===== config.mk =====
export PLATFORM = sky130hd
export DESIGN_NAME = iobus_sseg_scan_ctrl
export DESIGN_NICKNAME = d
export VERILOG_FILES = /design/src/rtl/sseg_pkg.sv /design/src/rtl/hex_to_sseg.sv /design/src/rtl/iobus_sseg_scan_ctrl.sv
export SDC_FILE = /design/constraint.sdc
export NUM_CORES = 1
export LEC_CHECK = 0
export CELL_PAD_IN_SITES_DETAIL_PLACEMENT = 1
export CELL_PAD_IN_SITES_GLOBAL_PLACEMENT = 2
export CORE_MARGIN = 2
export CORE_UTILIZATION = 29
export DETAILED_ROUTE_END_ITERATION = 8
export MAX_ROUTING_LAYER = met4
export PLACE_DENSITY_LB_ADDON = 0.1
export SYNTH_ARGS = -nofsm -noshare
export SYNTH_HDL_FRONTEND = slang
export SYNTH_HIERARCHICAL = 1
export SYNTH_SLANG_ARGS = --single-unit
export TNS_END_PERCENT = 50

===== constraint.sdc =====
create_clock -name clk -period 3.6 [get_ports clk]
set_input_delay 0.72 -clock clk [delete_from_list [all_inputs] [get_ports clk]]
set_output_delay 0.72 -clock clk [all_outputs]
set_load 0.02 [all_outputs]

===== src/rtl/sseg_pkg.sv =====
// Shared types and constants for the IOBUS 7-segment scan controller:
// scan states, default bus addresses, control bit positions and idle patterns.
package sseg_pkg;

    typedef enum logic [2:0] {
        OFF,
        DIG0,
        DIG1,
        DIG2,
        DIG3
    } scan_state_t;

    localparam logic [31:0] DEF_DATA_ADDR = 32'h1100C010;
    localparam logic [31:0] DEF_CTRL_ADDR = 32'h1100C014;

    localparam int CTRL_EN     = 0;
    localparam int CTRL_BLZ    = 1;
    localparam int CTRL_DP_LSB = 4;

    localparam logic [7:0] SEG_BLANK = 8'hFF;
    localparam logic [3:0] AN_OFF    = 4'hF;

    function automatic scan_state_t next_digit(input scan_state_t s);
        case (s)
            DIG0:    return DIG1;
            DIG1:    return DIG2;
            DIG2:    return DIG3;
            default: return DIG0;
        endcase
    endfunction

    function automatic logic [1:0] digit_index(input scan_state_t s);
        case (s)
            DIG1:    return 2'd1;
            DIG2:    return 2'd2;
            DIG3:    return 2'd3;
            default: return 2'd0;
        endcase
    endfunction

endpackage


===== src/rtl/hex_to_sseg.sv =====
// Hex nibble to active-low 7-segment glyph, bit order {CG,CF,CE,CD,CC,CB,CA}.
module hex_to_sseg (
    input  logic [3:0] nibble,
    output logic [6:0] seg
);

    always_comb begin
        case (nibble)
            4'h0:    seg = 7'b1000000;
            4'h1:    seg = 7'b1111001;
            4'h2:    seg = 7'b0100100;
            4'h3:    seg = 7'b0110000;
            4'h4:    seg = 7'b0011001;
            4'h5:    seg = 7'b0010010;
            4'h6:    seg = 7'b0000010;
            4'h7:    seg = 7'b1111000;
            4'h8:    seg = 7'b0000000;
            4'h9:    seg = 7'b0010000;
            4'hA:    seg = 7'b0001000;
            4'hB:    seg = 7'b0000011;
            4'hC:    seg = 7'b1000110;
            4'hD:    seg = 7'b0100001;
            4'hE:    seg = 7'b0000110;
            default: seg = 7'b0001110;
        endcase
    end

endmodule


===== src/rtl/iobus_sseg_scan_ctrl.sv =====
// IOBUS-mapped 4-digit 7-segment controller: value/control registers, anode
// scan FSM with anti-ghosting gap, per-frame shadow of the displayed value.
module iobus_sseg_scan_ctrl
    import sseg_pkg::*;
#(
    parameter logic [31:0] DATA_ADDR   = DEF_DATA_ADDR,
    parameter logic [31:0] CTRL_ADDR   = DEF_CTRL_ADDR,
    parameter int          REFRESH_DIV = 50000,
    parameter int          GAP_CYC     = 64
) (
    input  logic        clk,
    input  logic        RESET_N,
    input  logic [31:0] IOBUS_ADDR,
    input  logic [31:0] IOBUS_OUT,
    input  logic        IOBUS_WR,
    output logic [31:0] rd_data,
    output logic        rd_hit,
    output logic [7:0]  segs,
    output logic [3:0]  an
);

    localparam int               CNT_W    = $clog2(REFRESH_DIV);
    localparam logic [CNT_W-1:0] CNT_LAST = CNT_W'(REFRESH_DIV - 1);
    localparam logic [CNT_W-1:0] CNT_LIT  = CNT_W'(REFRESH_DIV - GAP_CYC);

    logic [15:0]      data_q, data_d;
    logic [7:0]       ctrl_q, ctrl_d;
    logic [15:0]      shadow_q, shadow_d;
    logic [CNT_W-1:0] cnt_q, cnt_d;
    scan_state_t      state_q, state_d;
    logic [7:0]       segs_q, segs_d;
    logic [3:0]       an_q, an_d;

    logic       data_hit, ctrl_hit;
    logic [1:0] dig;
    logic [3:0] nib;
    logic [6:0] glyph;
    logic [3:0] dp_mask;
    logic       lead_zero;
    logic       unused_bits;

    assign data_hit    = (IOBUS_ADDR == DATA_ADDR);
    assign ctrl_hit    = (IOBUS_ADDR == CTRL_ADDR);
    assign unused_bits = ^{IOBUS_OUT[31:16], IOBUS_OUT[3:2]};

    always_comb begin
        rd_hit  = data_hit || ctrl_hit;
        rd_data = '0;
        if (data_hit)      rd_data = {16'b0, data_q};
        else if (ctrl_hit) rd_data = {24'b0, ctrl_q};
    end

    // NOTE: every always_comb output gets a default first so no path can infer a latch.
    always_comb begin
        data_d   = data_q;
        ctrl_d   = ctrl_q;
        shadow_d = shadow_q;
        state_d  = state_q;
        cnt_d    = cnt_q;

        if (IOBUS_WR && data_hit) data_d = IOBUS_OUT[15:0];
        if (IOBUS_WR && ctrl_hit) ctrl_d = {IOBUS_OUT[7:4], 2'b00, IOBUS_OUT[1:0]};

        if (!ctrl_q[CTRL_EN]) begin
            state_d = OFF;
            cnt_d   = '0;
        end else if (state_q == OFF) begin
            state_d  = DIG0;
            cnt_d    = '0;
            shadow_d = data_q;
        end else if (cnt_q == CNT_LAST) begin
            state_d = next_digit(state_q);
            cnt_d   = '0;
            // Shadow reloads only on the frame wrap so a frame never mixes two values.
            if (state_q == DIG3) shadow_d = data_q;
        end else begin
            cnt_d = cnt_q + 1'b1;
        end
    end

    assign dig     = digit_index(state_q);
    assign nib     = shadow_q[{dig, 2'b00} +: 4];
    assign dp_mask = ctrl_q[CTRL_DP_LSB +: 4];

    hex_to_sseg u_hex (
        .nibble (nib),
        .seg    (glyph)
    );

    always_comb begin
        lead_zero = 1'b0;
        if (ctrl_q[CTRL_BLZ]) begin
            case (dig)
                2'd3:    lead_zero = (shadow_q[15:12] == 4'h0);
                2'd2:    lead_zero = (shadow_q[15:8] == 8'h00);
                2'd1:    lead_zero = (shadow_q[15:4] == 12'h000);
                default: lead_zero = 1'b0;
            endcase
        end

        segs_d = SEG_BLANK;
        an_d   = AN_OFF;
        if (state_q != OFF && cnt_q < CNT_LIT) begin
            an_d   = ~(4'b0001 << dig);
            segs_d = {~dp_mask[dig], lead_zero ? 7'h7F : glyph};
        end
    end

    // NOTE: state flops use non-blocking assignment so every register samples pre-edge values.
    always_ff @(posedge clk or negedge RESET_N) begin
        if (!RESET_N) begin
            data_q   <= '0;
            ctrl_q   <= '0;
            shadow_q <= '0;
            cnt_q    <= '0;
            state_q  <= OFF;
            segs_q   <= SEG_BLANK;
            an_q     <= AN_OFF;
        end else begin
            data_q   <= data_d;
            ctrl_q   <= ctrl_d;
            shadow_q <= shadow_d;
            cnt_q    <= cnt_d;
            state_q  <= state_d;
            segs_q   <= segs_d;
            an_q     <= an_d;
        end
    end

    assign segs = segs_q;
    assign an   = an_q;

endmodule


==> metrics.csv, run 1 <==
stage,metric,value,unit
timing,fin_crit,3.41,ns
timing,finalSetupViolCount,0,
setup_path,crit_buf_inv,3,
global_route,grt_max_degree,37,
run_status,status,finished clean,
logic_synthesis,synth-seq-cells,69,
clock_network,clkTransAtPathRegs,0.06,ns
route,viasPerCell,4.64,
setup_path,end_kind,output port,
global_route,grt_first_pass_wirelength,15000,um
timing,maxSlewViolCount,0,
placed_design,dp_hpwl,6450,um
timing,rsz0062_at_grt,false,
clock_network,clock_latency,0.34,ns
setup_path,crit_family,simple AND/OR/NAND/NOR gates,
clock_network,cts_tree,yes,
clock_network,cts.sinks,69,
route,drc,0,
floorplan,num_rows,41,
min_path,min_path_type,input port to asynchronous set/reset pin,
power_and_ir_drop,p_total,0.00183,W
clock_network,post-cts-setup-buffers,0,
setup_path,path_cells,"clkdlybuf4s50_1, nor4_2, nand4_1, or4_4, buf_4, nor2_1, clkdlybuf4s15_1",
final_layout,drive_gt1_share,23.1,%
setup_path,cp_max_fo,9,
route,first_pass_iters,4,
route,antenna_left,0,
logic_synthesis,synthDistinctLibCells,45,
final_layout,finalInstanceArea,4930,um2
route,avgRoutedWirePerCell,14.7,um
timing,fin_worst_skew,0.00544,ns
logic_synthesis,synth-warning-count,6,
timing,timing.final.crit_share,94.8,%
clock_network,cts_buffers,9,
floorplan,die-area,13700,um2
route,vias,2791,
power_and_ir_drop,leakage,2.16,nW
setup_path,critPathLaunchType,input port,
setup_path,critPathRequiredTime,2.88,ns
logic_synthesis,yosysTopAreaCellShare,38.5,%
floorplan,fp.dieH,117,um
floorplan,start_util,29.6,%
clock_network,cts-root-buf,clkbuf_16,
global_route,first_global_vias,2913,
global_route,antenna_found_initial,0,
timing,hold_viol_final,0,
global_route,grtUsageTotal,14.9,%
placed_design,gp_congestion,0.754,
final_layout,synthToLayoutAreaGrowth,33.2,%
power_and_ir_drop,powerDensity,372,nW/um2
placed_design,placed_cell_area,4670,um2
final_layout,layout.nets,499,
logic_synthesis,synth_edf_count,0,
setup_path,critPathSlowestCell,or4_4,
floorplan,pin_count,112,
final_layout,diodes,0,
logic_synthesis,ys_seq_area_share,47.0,%
power_and_ir_drop,peakVddDrop,180,uV
floorplan,die_w,117,um
timing,slew_headroom,17.0,%
route,drtIter0Drc,51,
job,cap_violations,0,
placed_design,portBuffers,79,
global_route,gr-total-overflow,0,
timing,tightest_slew,1.23,ns
setup_path,critPathArrivalTime,2.69,ns
setup_path,critical_path_class,input port to output port,
logic_synthesis,syn_area_per_cell,11.0,um2
logic_synthesis,yosys.area.top_type,dfrtp_1,
logic_synthesis,ys_async_sr_fraction,100,%
logic_synthesis,synthesis.area,3700,um2
logic_synthesis,synth_cells,337,
route,wl,8850,um
logic_synthesis,synth_area_leaders,"dfrtp_1 (39%), mux2_2 (9.4%), dfstp_2 (8.5%)",
timing,timing.fmax,293,MHz
clock_network,htree_levels,3,
setup_path,max_stage_delay,0.55,ns
logic_synthesis,synthFlopType,dfrtp_1,
clock_network,clockBufferDepth,2,
floorplan,core,12500,um2
## path summary, 6_finish.rpt
check | startpoint | cells after the start | slack, ns | to
max in group asynchronous | RESET_N | 2 | 2.41 | an[1]
hold / removal | RESET_N | 1 | 0.46 | data_q[9]
hold reg to reg | cnt_q[0] | 1 | 0.47 | cnt_q[0]
min in group clk | cnt_q[0] | 1 | 0.47 | cnt_q[0]
setup / recovery | IOBUS_ADDR[8] | 7 | 0.19 | rd_data[7]
setup reg to reg | state_q[0] | 6 | 0.77 | segs[3]
## final cells by class
| type | count | area [um2] |
|---|---|---|
| Clock buffer | 10 | 239 |
| Clock inverter | 6 | 86.3 |
| Fill cell | 1424 | 7590 |
| Inverter | 5 | 18.8 |
| Multi-Input combinational cell | 248 | 1790 |
| Sequential cell | 69 | 1740 |
| Tap cell | 172 | 215 |
| Timing Repair Buffer | 91 | 835 |
## sequential cells by signal (all words and copies together), names as in the netlist
register and flops:
cnt_q 16, data_q 16, shadow_q 16, segs 8, ctrl_q 6, an 4
state_q 3
## per-stage QoR
stage	std cells	worst slack, ns	utilization, %	TNS, ns	hold WS (ns)
detailed placement	585	-0.286	37.3	-3.99	0.468
global placement	585	-0.266	37.3	-3.57	0.457
CTS	601	0.00949	39.8	0	0.475
global route	601	0.0426	39.4	0	0.511
floorplan	352	0.557	-	0	0.424
finish	601	0.189	39.4	0	0.461
## report_power, final
part	internal, W	total, W	switching, W
registers	0.000777	0.000777	0.00000000000270
logic	0.0000530	0.0000954	0.0000424
clock network	0.000623	0.000962	0.000338
total	0.00145	0.00183	0.000381
## synth_stat cells, drive strengths merged (2+ instances only)
| cell | n |
|---|---|
| a21oi | 3 |
| and4 | 2 |
| nand3b | 2 |
| nand2 | 23 |
| dfstp | 12 |
| ha | 8 |
| nand3 | 11 |
| mux2 | 41 |
| nand4 | 3 |
| mux2i | 14 |
| inv | 5 |
| nor2 | 36 |
| o21ai | 14 |
| nor4b | 2 |
| xnor2 | 6 |
| buf | 24 |
| o211ai | 6 |
| and2 | 10 |
| clkbuf | 6 |
| or3 | 11 |
| and3 | 7 |
| dfrtp | 57 |
| nor4 | 10 |
| xor2 | 8 |
| a22o | 2 |
## logic make-up (layout without fill, tap and decap cells)
kind of cell / count (synthesis) / in the layout / synth area share (%)
AO/OA/AOI/OAI: 30 / 30 / 5.07
XOR/XNOR: 14 / 14 / 3.31
adder cells (fa/ha/maj): 8 / 8 / 2.70
buffers and inverters: 35 / 112 / 6.12
flip-flops: 69 / 69 / 47.0
multiplexers: 56 / 56 / 18.0
other: 1 / 16 / 0.101
AND/OR/NAND/NOR: 124 / 124 / 17.7
## cells in the final DEF, fill, tap and decap left out, types with 9 or more instances in the layout
cell type,instances
o21ai_0,14
and2_1,10
clkdlybuf4s50_1,61
dfstp_2,12
or3_1,11
mux2i_1,14
mux2_4,10
nand3_1,11
conb_1,16
mux2_2,31
nor2_1,36
nand2_1,23
clkbuf_2,13
clkbuf_16,9
buf_4,10
nor4_1,9
dfrtp_1,57
## routing by layer
metal,track usage (%),wire (um),up-vias
li1,-,-,1331
met1,18.7,3970,1377
met2,23.1,4270,72
met3,4.58,486,11
met4,4.94,129,0
met5,-,0,-
## what timing repair did
action	in CTS	in global routing
hold buffers	0	0
endpoints found under the setup margin	17	16
hold endpoints to repair	0	0
gates resized for setup	27	20
(Power assumes the default switching activity.)
==> run 2: changes to the inputs <==
- CTS_CLUSTER_SIZE: default -> 40
==> results of run 2 <==
Same layout as run 1: the final DEF is identical, and so are final timing and power.
==> run 3: changes to the inputs <==
- CTS_CLUSTER_DIAMETER: default -> 40
==> results of run 3 <==
Same layout as run 1: the final DEF is identical, and so are final timing and power.
